--- config.mk ---
export PLATFORM = sky130hd
export DESIGN_NAME = memory_controller
export DESIGN_NICKNAME = d
export VERILOG_FILES = /design/src/rtl/memory_controller.sv
export SDC_FILE = /design/constraint.sdc
export NUM_CORES = 1
export LEC_CHECK = 0
export BUFFER_PORTS_ARGS = -buffer_cell sky130_fd_sc_hd__buf_4
export CAP_MARGIN = 20
export CORE_MARGIN = 1
export CORE_UTILIZATION = 30
export DETAILED_ROUTE_END_ITERATION = 10
export GPL_TIMING_DRIVEN = 0
export SYNTH_ARGS = -nofsm -noshare
export SYNTH_HDL_FRONTEND = slang
export SYNTH_SLANG_ARGS = --single-unit
--- constraint.sdc ---
create_clock -name clk_in -period 3.2 [get_ports clk_in]
set_input_delay 0.32 -clock clk_in [delete_from_list [all_inputs] [get_ports clk_in]]
set_output_delay 0.32 -clock clk_in [all_outputs]
set_load 0.005 [all_outputs]
--- src/rtl/memory_controller.sv ---
// memory_controller: byte-serial arbiter between the unified 8-bit RAM port and the fetch/LSU requesters
`timescale 1ns/1ps
module memory_controller #(
  parameter int ADDR_WIDTH = 32,
  parameter logic [ADDR_WIDTH-1:0] IO_BOUNDARY = 32'h0003_0000
) (
  input  logic                  clk_in,
  input  logic                  rst_in,
  input  logic                  rdy_in,
  input  logic                  io_buffer_full_in,
  input  logic [7:0]            mem_din_in,
  output logic [7:0]            mem_dout_out,
  output logic [ADDR_WIDTH-1:0] mem_a_out,
  output logic                  mem_wr_out,
  input  logic                  enable_from_fetch,
  input  logic [ADDR_WIDTH-1:0] addr_from_fetch,
  output logic                  end_to_fetch,
  output logic [31:0]           data_to_fetch,
  input  logic                  enable_from_lsu,
  input  logic                  read_write_flag_from_lsu,
  input  logic [ADDR_WIDTH-1:0] address_from_lsu,
  input  logic [1:0]            size_from_lsu,
  input  logic [31:0]           data_from_lsu,
  output logic                  end_to_lsu,
  output logic [31:0]           data_to_lsu,
  output logic                  aviliable_to_lsu,
  input  logic                  rollback_flag_from_rob
);
  typedef enum logic [1:0] {IDLE, READ, WRITE} state_t;
  state_t state;
  logic [2:0] cnt, n, lsu_n;
  logic [ADDR_WIDTH-1:0] base;
  logic [31:0] sdata, rbuf, rd_word;
  logic src_lsu, lsu_io_hold, lsu_ok, fetch_ok;
  logic [1:0] cap_idx;
  assign lsu_io_hold = !read_write_flag_from_lsu && address_from_lsu >= IO_BOUNDARY && io_buffer_full_in;
  assign lsu_ok = enable_from_lsu && !end_to_lsu && !lsu_io_hold;
  assign fetch_ok = enable_from_fetch && !end_to_fetch;
  assign lsu_n = size_from_lsu == 2'd0 ? 3'd1 : size_from_lsu == 2'd1 ? 3'd2 : 3'd4;
  assign cap_idx = 2'(cnt - 3'd2);
  assign rd_word = rbuf | (32'(mem_din_in) << {n - 3'd1, 3'b000});
  assign aviliable_to_lsu = state == IDLE;
  // accept requests, step the byte sequence, and produce the done pulses
  always_ff @(posedge clk_in or negedge rst_in) begin
    if (!rst_in) begin
      state <= IDLE;
      cnt <= '0;
      n <= '0;
      base <= '0;
      sdata <= '0;
      rbuf <= '0;
      src_lsu <= 1'b0;
      mem_dout_out <= '0;
      mem_a_out <= '0;
      mem_wr_out <= 1'b0;
      end_to_fetch <= 1'b0;
      data_to_fetch <= '0;
      end_to_lsu <= 1'b0;
      data_to_lsu <= '0;
    end else if (rdy_in) begin
      end_to_fetch <= 1'b0;
      end_to_lsu <= 1'b0;
      case (state)
        IDLE: if (!rollback_flag_from_rob) begin
          if (lsu_ok) begin
            base <= address_from_lsu;
            mem_a_out <= address_from_lsu;
            src_lsu <= 1'b1;
            n <= lsu_n;
            cnt <= 3'd1;
            rbuf <= '0;
            if (read_write_flag_from_lsu) state <= READ;
            else begin
              state <= WRITE;
              mem_wr_out <= 1'b1;
              mem_dout_out <= data_from_lsu[7:0];
              sdata <= data_from_lsu >> 8;
            end
          end else if (fetch_ok) begin
            base <= addr_from_fetch;
            mem_a_out <= addr_from_fetch;
            src_lsu <= 1'b0;
            n <= 3'd4;
            cnt <= 3'd1;
            rbuf <= '0;
            state <= READ;
          end
        end
        READ: if (rollback_flag_from_rob) begin
          state <= IDLE;
          mem_a_out <= '0;
        end else begin
          cnt <= cnt + 3'd1;
          if (cnt < n) mem_a_out <= base + ADDR_WIDTH'(cnt);
          if (cnt == n + 3'd1) begin
            if (src_lsu) begin
              data_to_lsu <= rd_word;
              end_to_lsu <= 1'b1;
            end else begin
              data_to_fetch <= rd_word;
              end_to_fetch <= 1'b1;
            end
            mem_a_out <= '0;
            state <= IDLE;
          end else if (cnt >= 3'd2) rbuf[{cap_idx, 3'b000} +: 8] <= mem_din_in;
        end
        WRITE: begin
          cnt <= cnt + 3'd1;
          if (cnt == n) begin
            mem_wr_out <= 1'b0;
            mem_a_out <= '0;
            end_to_lsu <= 1'b1;
            state <= IDLE;
          end else begin
            mem_a_out <= base + ADDR_WIDTH'(cnt);
            mem_dout_out <= sdata[7:0];
            sdata <= sdata >> 8;
          end
        end
        default: state <= IDLE;
      endcase
    end
  end
endmodule

Yosys cells after proc, flatten, opt, wreduce, memory -nomap -nowiden
Cells that the tools add are included.

Flip-flop bits (word level): 212. Input bits: 114. Output and inout bits: 108. Logic and storage cells: 128.

Add/subtract/negate cells: 6. $lt $le $gt $ge: 3. Equality and inequality tests: 16. Shift-type cells: 3. Mux-type cells: 59. Bitwise gates (word level): 3. Reductions and logical operators: 24.

Operators by type and width (number): 2-to-1 mux 32 bit (17); one-hot mux 32 bit (2 select lines) (2); one-hot mux 32 bit (3 select lines) (1); adder 32 x 3 -> 32 bit (1); bitwise mux 32 bit (1); >= comparator 32 x 18 -> 1 bit, second input constant (1); 2-to-1 mux 8 bit (4); bitwise OR 32 bit (1); variable shift 8 x 7 -> 32 bit, first input constant (1); indexed part select 8 x 7 -> 32 bit (1); left shift 8 x 6 -> 32 bit (1); AND reduction 5 bit (5); 2-to-1 mux 3 bit (8); one-hot mux 8 bit (2 select lines) (1); 2-to-1 mux 1 bit (14); 2-to-1 mux 2 bit (7); inequality test 2 bit, second input constant (7); AND reduction 6 bit (2); one-hot mux 3 bit (3 select lines) (1); negation 5 -> 7 bit (1); AND reduction 7 bit (1); adder 3 x 1 -> 3 bit, second input constant (2); == test 3 bit (2); one-hot mux 2 bit (3 select lines) (1); 18 further kinds (31).

Logic depth before layout (Yosys ltp)
Depth after elaboration: 8. Depth in mapped cells: 10. Gate-level depth less buffers: 8.

Worst setup path before layout
OpenSTA, ideal clock, no wires.

Path kind: register to register. Start: register n[0]. End: register rbuf[11]. Library setup time: 125 ps. Arrival time: 2330 ps. Data required time: 3075 ps. Slack: 745 ps. Cell stages (with the launch flop): 8. Buffers on the path: 0. Period minus slack after synthesis: 2455 ps. Path through: dfrtp_1 > inv_1 > ha_1 > xor2_1 > nor3_2 > o41a_4 > nor3_4 > mux2_4.

Cells in the longest elaborated chain, start to end: 4.

RTL lines: start: declaration (RTL line 31) `logic [2:0] cnt, n, lsu_n;`; start signal: assignment (RTL line 69) `n <= lsu_n;`; adder 3 x 1 -> 3 bit (RTL line 95) `if (cnt == n + 3'd1) begin`; == test 3 bit (RTL line 95); inequality test 2 bit (no line); AND reduction 7 bit (no line); end signal: indexed assignment (RTL line 105) `end else if (cnt >= 3'd2) rbuf[{cap_idx, 3'b000} +: 8] <= mem_din_in;`; end: declaration (RTL line 33) `logic [31:0] sdata, rbuf, rd_word;`.

No other way between the ends. A chain may end at the register's enable or synchronous reset.

Worst setup path in the final report
Start: register n[0]. End: register mem_a_out[17].

Cells in the longest elaborated chain, start to end: 5. Elaborated cells between the ends (all ways): 10. Classes of those cells: add/sub: 1; order compare: 1; eq/ne: 3; mux: 4; reduce/logical: 1.

RTL lines: adder 3 x 1 -> 3 bit (RTL line 95); == test 3 bit (RTL line 95); 2-to-1 mux 32 bit (RTL line 95); 2-to-1 mux 32 bit (RTL line 89) `READ: if (rollback_flag_from_rob) begin`; one-hot mux 32 bit (3 select lines) (RTL line 63) `case (state)`; end signal: assignment (RTL line 67) `mem_a_out <= address_from_lsu;`; end signal: assignment (RTL line 81) `mem_a_out <= addr_from_fetch;`; end signal: assignment (RTL line 94) `if (cnt < n) mem_a_out <= base + ADDR_WIDTH'(cnt);`; end: declaration (RTL line 13) `output logic [ADDR_WIDTH-1:0] mem_a_out,`.

Parallel ways exist; a longest one is shown, timed or not.

==> reports/metrics.cfg <==
[floorplan]
design.portCount=222
start_util_pct=30.5
die_y_microns=190
coreArea_sq_um=34500
std_cell_rows=68
die-area_sq_um=35900
die_x_microns=190

[critical_path]
cp-start-kind=flip-flop
crit_top_cell=buf_2
critPathRequiredTime_ns=3.59
crit_path_end_kind=flip-flop
crit_arrival_ns=3.36
critical_path.cell_chain=inv_1 -> ha_1 -> xor2_1 -> o31ai_1 -> a21oi_1 -> nor2_1 -> buf_2 -> buf_2 -> a31oi_1
critical_path.max_fanout=10
slowest_delay_ns=0.58
path_class=reg -> reg
slowest_stage=o31ai_1

[cts]
cts_made_buffers=25
cts.sinks=204
h-tree-depth=1
insertion_delay_ns=0.53
cts_root_buf=clkbuf_16
cts_setup_buffers=0
path_clk_slew_ns=0.06
cts_tree=built
clockBufferDepth=3

[grt]
antenna_found_initial=2
grt-ovfl-total=0
grt_pass1_wl_mm=54.3
grt_usage_pct=19.3
grt_pass1_vias=9412
grt_max_degree=116

[power_and_ir_drop]
total_power_mw=12.5
ir_drop_v=0.000400
leakage_nw=5.93
p_per_area_nw_per_um2=921

[drt]
wire_per_inst_microns=19.0
drt_pass1_iterations=5
dr.first_iter.drc_count=705
drcViolationCount=0
postRouteWirelength_mm=34.8
vias=9589
viasPerCell=5.23
ant_nets=0

[yosys]
synthFlopType=dfrtp_1
ys_ff_latch=204
synth_top_area_share_pct=48.4
synth.net_count=1248
yosysMostFrequentCell=dfrtp_1
syn_inst=1117
syn_area_per_cell_sq_um=9.45
synth_area_sq_um=10600
yosysSeqAreaShare_pct=48.4
synth.area.top_cells=dfrtp_1 (48%), a21oi_1 (7.2%), mux2i_1 (5.7%)
yosys.area.top_type=dfrtp_1
async_flop_share_pct=100
yosys-top-cells-count=dfrtp_1 (204), a21oi_1 (151), nand2_1 (125)
synth_edf_count=0
ys.warnings.count=0
ys_types=58

[final_layout]
area_growth_pct=28.4
num-fill-cells=3541
drive_gt1_share_pct=22.9
utilization_pct=39.2
final_cells=1833
nNetsFinal=1491
design_area_sq_um=13600

[sta]
period_share_pct=92.8
slew-limit-headroom_pct=28.2
post-route-min-period_ns=2.97
fin_tns_setup_ns=0
setup_ws_ns=0.229
finalClockSkew_ns=0.0200
whs_ns=0.0197
hold_violations=0
rsz0062_at_grt=no
worstMarginPinSlew_ns=1.07
drv_slew=0
fmax_ghz=0.337
setup_viol=0

[placement]
hpwl_mm=25.6
gp_congestion=0.918
port_buffers=214
dp_cells=1787
post_dp_cell_area_sq_um=12800
pre_cts_ws_ns=0.180

[flow_run]
maxCapViolations=0

[run_status]
run_status=finished clean

[min_path]
hold_class=in -> reg

==> state kept, by name, indices dropped and copies added (netlist names), 2 cells and up <==
name and cells:
base 32, cnt 3, data_to_fetch 32, data_to_lsu 32, mem_a_out 32, mem_dout_out 8
n 3, rbuf 32, sdata 24, state 2
==> cell usage in the layout, fill, tap and decap left out, drive strengths merged, types with 4 or more instances in the layout <==
| cell | netlist | routed |
|---|---|---|
| a211oi | 4 | 4 |
| clkinv | 0 | 7 |
| mux2 | 32 | 32 |
| nor4 | 16 | 16 |
| a31oi | 34 | 34 |
| o21ai | 93 | 93 |
| nand2b | 5 | 5 |
| o211ai | 7 | 7 |
| o21a | 4 | 4 |
| and4 | 6 | 6 |
| clkbuf | 43 | 77 |
| nor2 | 49 | 49 |
| dfrtp | 204 | 204 |
| and3 | 7 | 7 |
| buf | 33 | 248 |
| nand3 | 43 | 43 |
| a21o | 32 | 32 |
| mux2i | 60 | 60 |
| xor2 | 8 | 8 |
| o31a | 11 | 11 |
| nand2 | 125 | 125 |
| and2 | 8 | 8 |
| inv | 51 | 52 |
| a22o | 10 | 10 |
| nand4 | 13 | 13 |
| ha | 16 | 16 |
| a21oi | 151 | 151 |
| xnor2 | 6 | 6 |
| nor2b | 9 | 9 |
| nor3 | 13 | 13 |
| o2111ai | 4 | 4 |
==> power breakdown <==
part	switching (mW)	total [mW]	internal [mW]
sequential	0.871	4.57	3.70
clock	1.10	2.70	1.60
combinational	2.87	5.22	2.34
total	4.85	12.5	7.64
==> layer usage <==
layer,global-route usage [%],routed length (microns)
met5,0,0
met4,6.67,988
met3,2.84,2600
met2,30.9,16000
met1,26.5,15200
==> logic make-up (layout without fill, tap and decap cells) <==
group                      count (synthesis)  in the layout  share of synthesized area (%)
AOI/OAI and AO/OA                        362            362                           20.3
DFF                                      204            204                           48.4
other                                      0              2                              0
buffers and inverters                    127            386                           4.71
adders and majority gates                 17             17                           2.09
muxes                                     92             92                           9.14
xor gates and xnor gates                  15             15                           1.40
and+or+nand+nor                          300            300                           13.9
==> worst max-delay path, delay by kind of cell (launching register included) <==
family	cells	cell delay, ns
adder cells (fa/ha/maj)	1	0.38
AO/OA/AOI/OAI	3	0.88
flip-flops	1	0.45
buffers and inverters	3	0.72
AND/OR/NAND/NOR	1	0.20
XOR/XNOR	1	0.21
==> layout make-up <==
type	count	area (sq um)	area share [%]
Tap cell	455	569	4.20
Buffer	76	305	2.25
Antenna cell	2	5.00	0.0369
Clock buffer	34	699	5.16
Multi-Input combinational cell	786	4950	36.5
Sequential cell	204	5100	37.7
Clock inverter	9	73.8	0.545
Inverter	51	191	1.41
Timing Repair Buffer	216	1650	12.2
==> final timing paths <==
check,endpoint,slack [ns],start,cells after the start
worst min-delay path,sdata[17]$_DFFE_PN0P_,0.02,data_from_lsu[25],2
max in group asynchronous,cnt[2]$_DFFE_PN0P_,1.66,rst_in,3
worst min register to register,data_to_fetch[12]$_DFFE_PN0P_,0.48,data_to_fetch[12]$_DFFE_PN0P_,2
worst max-delay path,mem_a_out[17]$_DFFE_PN0P_,0.23,n[0]$_DFFE_PN0P_,9
min in group asynchronous,data_to_lsu[10]$_DFFE_PN0P_,0.41,rst_in,2
worst max register to register,mem_a_out[17]$_DFFE_PN0P_,0.23,n[0]$_DFFE_PN0P_,9
==> repair_timing <==
item                                   in CTS  in global routing
setup endpoints to repair                   0                  1
endpoints found under the hold margin      89                  0
resized for setup                           0                  1
hold buffers                                1                  0
Note: power is estimated with default switching activity, not from simulation.
